## src/rtl/esp8266_at_sequencer.sv

```systemverilog
// ESP8266 AT-command sequencer: streams ROM commands to UART TX,
// parses replies for OK/ERROR, retries, faults, then heartbeats.
module esp8266_at_sequencer #(
  parameter int ADDR_W       = 10,
  parameter int RESP_TIMEOUT = 50000000,
  parameter int MAX_RETRY    = 3,
  parameter int HB_PERIOD    = 250000000,
  parameter int HB_ADDR      = 0
) (
  input  logic              Clk,
  input  logic              Rst,
  input  logic              Start,
  output logic [ADDR_W-1:0] Rom_addr,
  input  logic [7:0]        Rom_data,
  output logic [7:0]        Tx_data,
  output logic              Tx_valid,
  input  logic              Tx_ready,
  input  logic [7:0]        Rx_data,
  input  logic              Rx_valid,
  output logic              Busy,
  output logic              Linked,
  output logic              Fault,
  output logic [3:0]        Cmd_idx,
  output logic [3:0]        Retry_cnt
);

  typedef enum logic [2:0] {
    S_IDLE,
    S_FETCH,
    S_WAIT_ROM,
    S_SEND,
    S_WAIT_RESP,
    S_HB_WAIT,
    S_FAULT
  } state_e;

  localparam logic [31:0] RESP_LAST = 32'(RESP_TIMEOUT - 1);
  localparam logic [31:0] HB_LAST   = 32'(HB_PERIOD - 1);
  localparam logic [3:0]  RETRY_MAX = 4'(MAX_RETRY);
  localparam logic [ADDR_W-1:0] HB_BASE = ADDR_W'(HB_ADDR);
  localparam logic [ADDR_W-1:0] ADDR_ONE = ADDR_W'(1);
  // "OK\r\n" and "OR\r\n" (tail of "ERROR\r\n")
  localparam logic [31:0] RSP_OK  = 32'h4F4B0D0A;
  localparam logic [31:0] RSP_ERR = 32'h4F520D0A;

  state_e            state_q, state_d;
  logic [ADDR_W-1:0] addr_q, addr_d;
  logic [ADDR_W-1:0] start_q, start_d;
  logic [7:0]        txd_q, txd_d;
  logic              txv_q, txv_d;
  logic              linked_q, linked_d;
  logic              fault_q, fault_d;
  logic [3:0]        idx_q, idx_d;
  logic [3:0]        retry_q, retry_d;
  logic [31:0]       shift_q, shift_d;
  logic [31:0]       cnt_q, cnt_d;
  logic [31:0]       shift_nx;
  logic [3:0]        retry_inc;

  // Next-state and datapath updates for the command walker.
  always_comb begin
    state_d   = state_q;
    addr_d    = addr_q;
    start_d   = start_q;
    txd_d     = txd_q;
    txv_d     = txv_q;
    linked_d  = linked_q;
    fault_d   = fault_q;
    idx_d     = idx_q;
    retry_d   = retry_q;
    shift_d   = shift_q;
    cnt_d     = cnt_q;
    shift_nx  = Rx_valid ? {shift_q[23:0], Rx_data} : shift_q;
    retry_inc = retry_q + 4'd1;
    unique case (state_q)
      S_IDLE, S_FAULT: begin
        if (Start) begin
          start_d  = '0;
          addr_d   = '0;
          idx_d    = '0;
          retry_d  = '0;
          fault_d  = 1'b0;
          linked_d = 1'b0;
          state_d  = S_FETCH;
        end
      end
      S_FETCH: state_d = S_WAIT_ROM;
      S_WAIT_ROM: begin
        if (Rom_data == 8'hFF) begin
          linked_d = 1'b1;
          cnt_d    = '0;
          state_d  = S_HB_WAIT;
        end else if (Rom_data == 8'h00) begin
          shift_d = '0;
          cnt_d   = '0;
          state_d = S_WAIT_RESP;
        end else begin
          txd_d   = Rom_data;
          txv_d   = 1'b1;
          state_d = S_SEND;
        end
      end
      S_SEND: begin
        if (Tx_ready) begin
          txv_d   = 1'b0;
          addr_d  = addr_q + ADDR_ONE;
          state_d = S_FETCH;
        end
      end
      S_WAIT_RESP: begin
        shift_d = shift_nx;
        cnt_d   = cnt_q + 32'd1;
        if (Rx_valid && shift_nx == RSP_OK) begin
          retry_d = '0;
          idx_d   = idx_q + 4'd1;
          addr_d  = addr_q + ADDR_ONE;
          start_d = addr_q + ADDR_ONE;
          state_d = S_FETCH;
        end else if ((Rx_valid && shift_nx == RSP_ERR) ||
                     cnt_q == RESP_LAST) begin
          retry_d = retry_inc;
          if (retry_inc == RETRY_MAX) begin
            fault_d  = 1'b1;
            linked_d = 1'b0;
            state_d  = S_FAULT;
          end else begin
            addr_d  = start_q;
            state_d = S_FETCH;
          end
        end
      end
      S_HB_WAIT: begin
        cnt_d = cnt_q + 32'd1;
        if (cnt_q == HB_LAST) begin
          addr_d  = HB_BASE;
          start_d = HB_BASE;
          retry_d = '0;
          state_d = S_FETCH;
        end
      end
      default: state_d = S_IDLE;
    endcase
  end

  // State and output registers with synchronous reset.
  always_ff @(posedge Clk) begin
    if (Rst) begin
      state_q  <= S_IDLE;
      addr_q   <= '0;
      start_q  <= '0;
      txd_q    <= '0;
      txv_q    <= 1'b0;
      linked_q <= 1'b0;
      fault_q  <= 1'b0;
      idx_q    <= '0;
      retry_q  <= '0;
      shift_q  <= '0;
      cnt_q    <= '0;
    end else begin
      state_q  <= state_d;
      addr_q   <= addr_d;
      start_q  <= start_d;
      txd_q    <= txd_d;
      txv_q    <= txv_d;
      linked_q <= linked_d;
      fault_q  <= fault_d;
      idx_q    <= idx_d;
      retry_q  <= retry_d;
      shift_q  <= shift_d;
      cnt_q    <= cnt_d;
    end
  end

  assign Rom_addr  = addr_q;
  assign Tx_data   = txd_q;
  assign Tx_valid  = txv_q;
  assign Linked    = linked_q;
  assign Fault     = fault_q;
  assign Cmd_idx   = idx_q;
  assign Retry_cnt = retry_q;
  assign Busy      = (state_q != S_IDLE) && (state_q != S_FAULT);

endmodule

```

## config.mk

```make
export PLATFORM = sky130hd
export DESIGN_NAME = esp8266_at_sequencer
export DESIGN_NICKNAME = d
export VERILOG_FILES = /design/src/rtl/esp8266_at_sequencer.sv
export SDC_FILE = /design/constraint.sdc
export NUM_CORES = 1
export LEC_CHECK = 0
export CAP_MARGIN = 40
export CELL_PAD_IN_SITES_DETAIL_PLACEMENT = 0
export CELL_PAD_IN_SITES_GLOBAL_PLACEMENT = 1
export CORE_ASPECT_RATIO = 2
export CORE_MARGIN = 5
export CORE_UTILIZATION = 51
export CTS_CLUSTER_SIZE = 14
export DETAILED_ROUTE_END_ITERATION = 6
export DONT_BUFFER_PORTS = 1
export PLACE_DENSITY_LB_ADDON = 0.1
export SKIP_CTS_REPAIR_TIMING = 1
export SLEW_MARGIN = 30
export SYNTH_ARGS = -nofsm -noshare
export SYNTH_HDL_FRONTEND = slang
export SYNTH_SLANG_ARGS = --single-unit
```

## constraint.sdc

```tcl
create_clock -name Clk -period 5.7 [get_ports Clk]
set_input_delay 1.425 -clock Clk [delete_from_list [all_inputs] [get_ports Clk]]
set_output_delay 1.425 -clock Clk [all_outputs]
set_load 0.05 [all_outputs]
```

==> impl_metrics.csv <==
group,metric,value,unit
critical_path,crit_fanout,15,
sta,timing.fmax,0.288,GHz
cells_and_area,final_cell_area,5450,µm²
place,io_buffer_count,0,
cells_and_area,final_core_util,0.562,
cells_and_area,nFillCells,938,
worst_hold_path,hold_path.class,"register to register",
yosys,ys_seq_area_frac,0.407,
yosys,ys_warn_count,0,
sta,fin_crit_sh,0.609,
yosys,synth_cell_types,68,
sta,tightest_slew,0.825,ns
cells_and_area,multiInputGateArea,2800,µm²
power_and_ir_drop,vdd_drop_max,0.000202,V
cells_and_area,layout.cells.non_filler,725,
sta,setup_tns,0,ns
cts,cts_tree,"built",
critical_path,setup.worst_path.start,"state_q[1]",
drt,ant_nets,0,
cts,cts_max_level,3,
yosys,synth-async-reset-ratio,0,
place,dpl.cell_count,707,
power_and_ir_drop,cellLeakagePower,0.00177,µW
drt,viasPerCell,6.07,
critical_path,crit_required,4.28,ns
place,place_hpwl,9690,µm
critical_path,crit_path_start_kind,"register",
drt,dr_total_vias,4400,
drt,wl_met2,7230,µm
cts,cts_sinks,102,
cts,clock_latency,0.35,ns
floorplanning,ioPinCount,51,
drt,drcViolationCount,0,
global_routing,grt_overflow_total,0,
sta,hold_viol,0,
floorplanning,rows,51,
cts,numCtsBuffers,9,
sta,skew,0.00809,ns
yosys,avgSynthCellArea,8.37,µm²
global_routing,grt_pass1_wl,21000,µm
sta,rsz0062_at_grt,"false",
drt,drt_iter0_markers,244,
outcome,status,"complete, no violations",
yosys,synth_seq_cells,102,
floorplanning,dieWidth,80.1,µm
cells_and_area,diodes,0,
global_routing,grt_start_max_net_pins,71,
drt,first_pass_iters,5,
drt,wire_per_inst,18.1,µm
sta,slew_headroom,0.446,
cells_and_area,drive_gt1_frac,0.0776,
yosys,synth_cells,599,
cts,cts_root_buffer,"clkbuf_16",
critical_path,crit_path_end_kind,"output port",
job,drv_cap,0,
critical_path,critPathKind,"register to output port",
cells_and_area,regArea,2040,µm²
cells_and_area,area_growth,8.71,%
floorplanning,dieArea,12000,µm²
critical_path,critPathArrivalTime,2.05,ns
cts,clkTransAtPathRegs,0.07,ns
critical_path,r2r-start,"state_q[1]",
yosys,ys.flop_type,"dfxtp_1",
worst_hold_path,hp-start,"start_q[9]",
global_routing,first_global_vias,4314,
cells_and_area,nets,614,
floorplanning,coreArea,9700,µm²
floorplanning,dieHeight,150,µm
yosys,synth_nets,625,
global_routing,antenna_found_initial,0,
sta,finalSetupViolations,0,
floorplanning,initial_core_util,0.517,
drt,highest_layer,"met4",
cts,cts_buffer_depth,2,
drt,wl,13100,µm
yosys,synth_area,5010,µm²
global_routing,grt_usage,0.223,
power_and_ir_drop,power_density,342,nW/µm²
sta,timing.final.crit_period,3.47,ns
place,place_area,5110,µm²
sta,drv_slew,0,
yosys,synth_edf_count,0,
place,place_congestion,0.840,
drt,wl_met3,488,µm
drt,met1_length,4930,µm
-- cell usage in the layout, fill, tap and decap left out, drive strengths merged, types with 6 or more instances in the layout --
cell type  count
clkbuf        12
inv           24
nand2         42
nor2          88
o21ai         23
o32ai          8
dfxtp        102
a22oi         29
nand4         15
nor4          12
or3            8
a21oi         36
or4            6
nand3         27
nor3          21
xnor2         14
xor2          12
mux2i          7
nand2b         7
-- per-layer routing --
metal | track usage | vias up
li1 | - | 2166
met1 | 0.236 | 2106
met2 | 0.414 | 98
met3 | 0.0359 | 30
met4 | 0.114 | 0
met5 | 0 | -
-- synthesized netlist by cell type (all sizes together) (12+ instances only) --
cell type  instances  area [µm²]
a21oi             36         180
a22oi             29         218
clkbuf            25        93.8
dfxtp            102        2040
inv               22        82.6
nand2             42         158
nand3             27         140
nand4             15        93.8
nor2              88         333
nor3              21         105
nor4              12        96.3
o21ai             23         119
xnor2             14         123
xor2              12         105
-- registers in the layout, summed over array words and instances, names as in the netlist --
name,cells
Cmd_idx,4
start_q,10
state_q,3
shift_q,28
Tx_data,8
Tx_valid,1
cnt_q,32
Fault,1
Retry_cnt,4
Linked,1
Rom_addr,10
-- where the power goes --
group / total (µW) / switching [µW] / internal, µW
Clock: 651 / 281 / 369
Combinational: 327 / 218 / 110
Sequential: 885 / 136 / 749
-- stage by stage --
stage                     power (µW)  worst slack [ns]  hold WS (ns)
after floorplan                 1140              2.42         0.419
after global placement          1210              2.08         0.432
after detailed placement        1220              2.00         0.442
after CTS                       1870              2.24         0.459
after global routing            1940              2.10         0.495
final                           1860              2.23         0.462
-- cell type report --
cell class                      count  area share
Inverter                           22      0.0152
Clock inverter                      5      0.0119
Tap cell                          132      0.0303
Timing Repair Buffer                5     0.00689
Sequential cell                   102       0.375
Clock buffer                       11      0.0464
Multi-Input combinational cell    448       0.514
-- worst paths after layout --
check,endpoint,slack [ns],cells after the start
max,Busy,2.23,2
min,start_q[9],0.46,2
max reg2reg,shift_q[29],2.90,7
min reg2reg,start_q[9],0.46,2
-- critical path, stage by stage (launching register included) --
cell      delay, ns
dfxtp_1        0.62
nand2b_1       0.51
nand3_1        0.57
-- cells by family (layout without fill, tap and decap cells) --
kind of cell | after synthesis | in the layout | synth area share
compound gates | 137 | 137 | 0.187
xor+xnor | 26 | 26 | 0.0454
fa+ha+maj | 5 | 5 | 0.0125
buf+inv | 49 | 43 | 0.0385
flops | 102 | 102 | 0.407
mux | 10 | 10 | 0.0207
simple gates | 270 | 270 | 0.288
Note: power is estimated with default switching activity, not from simulation.
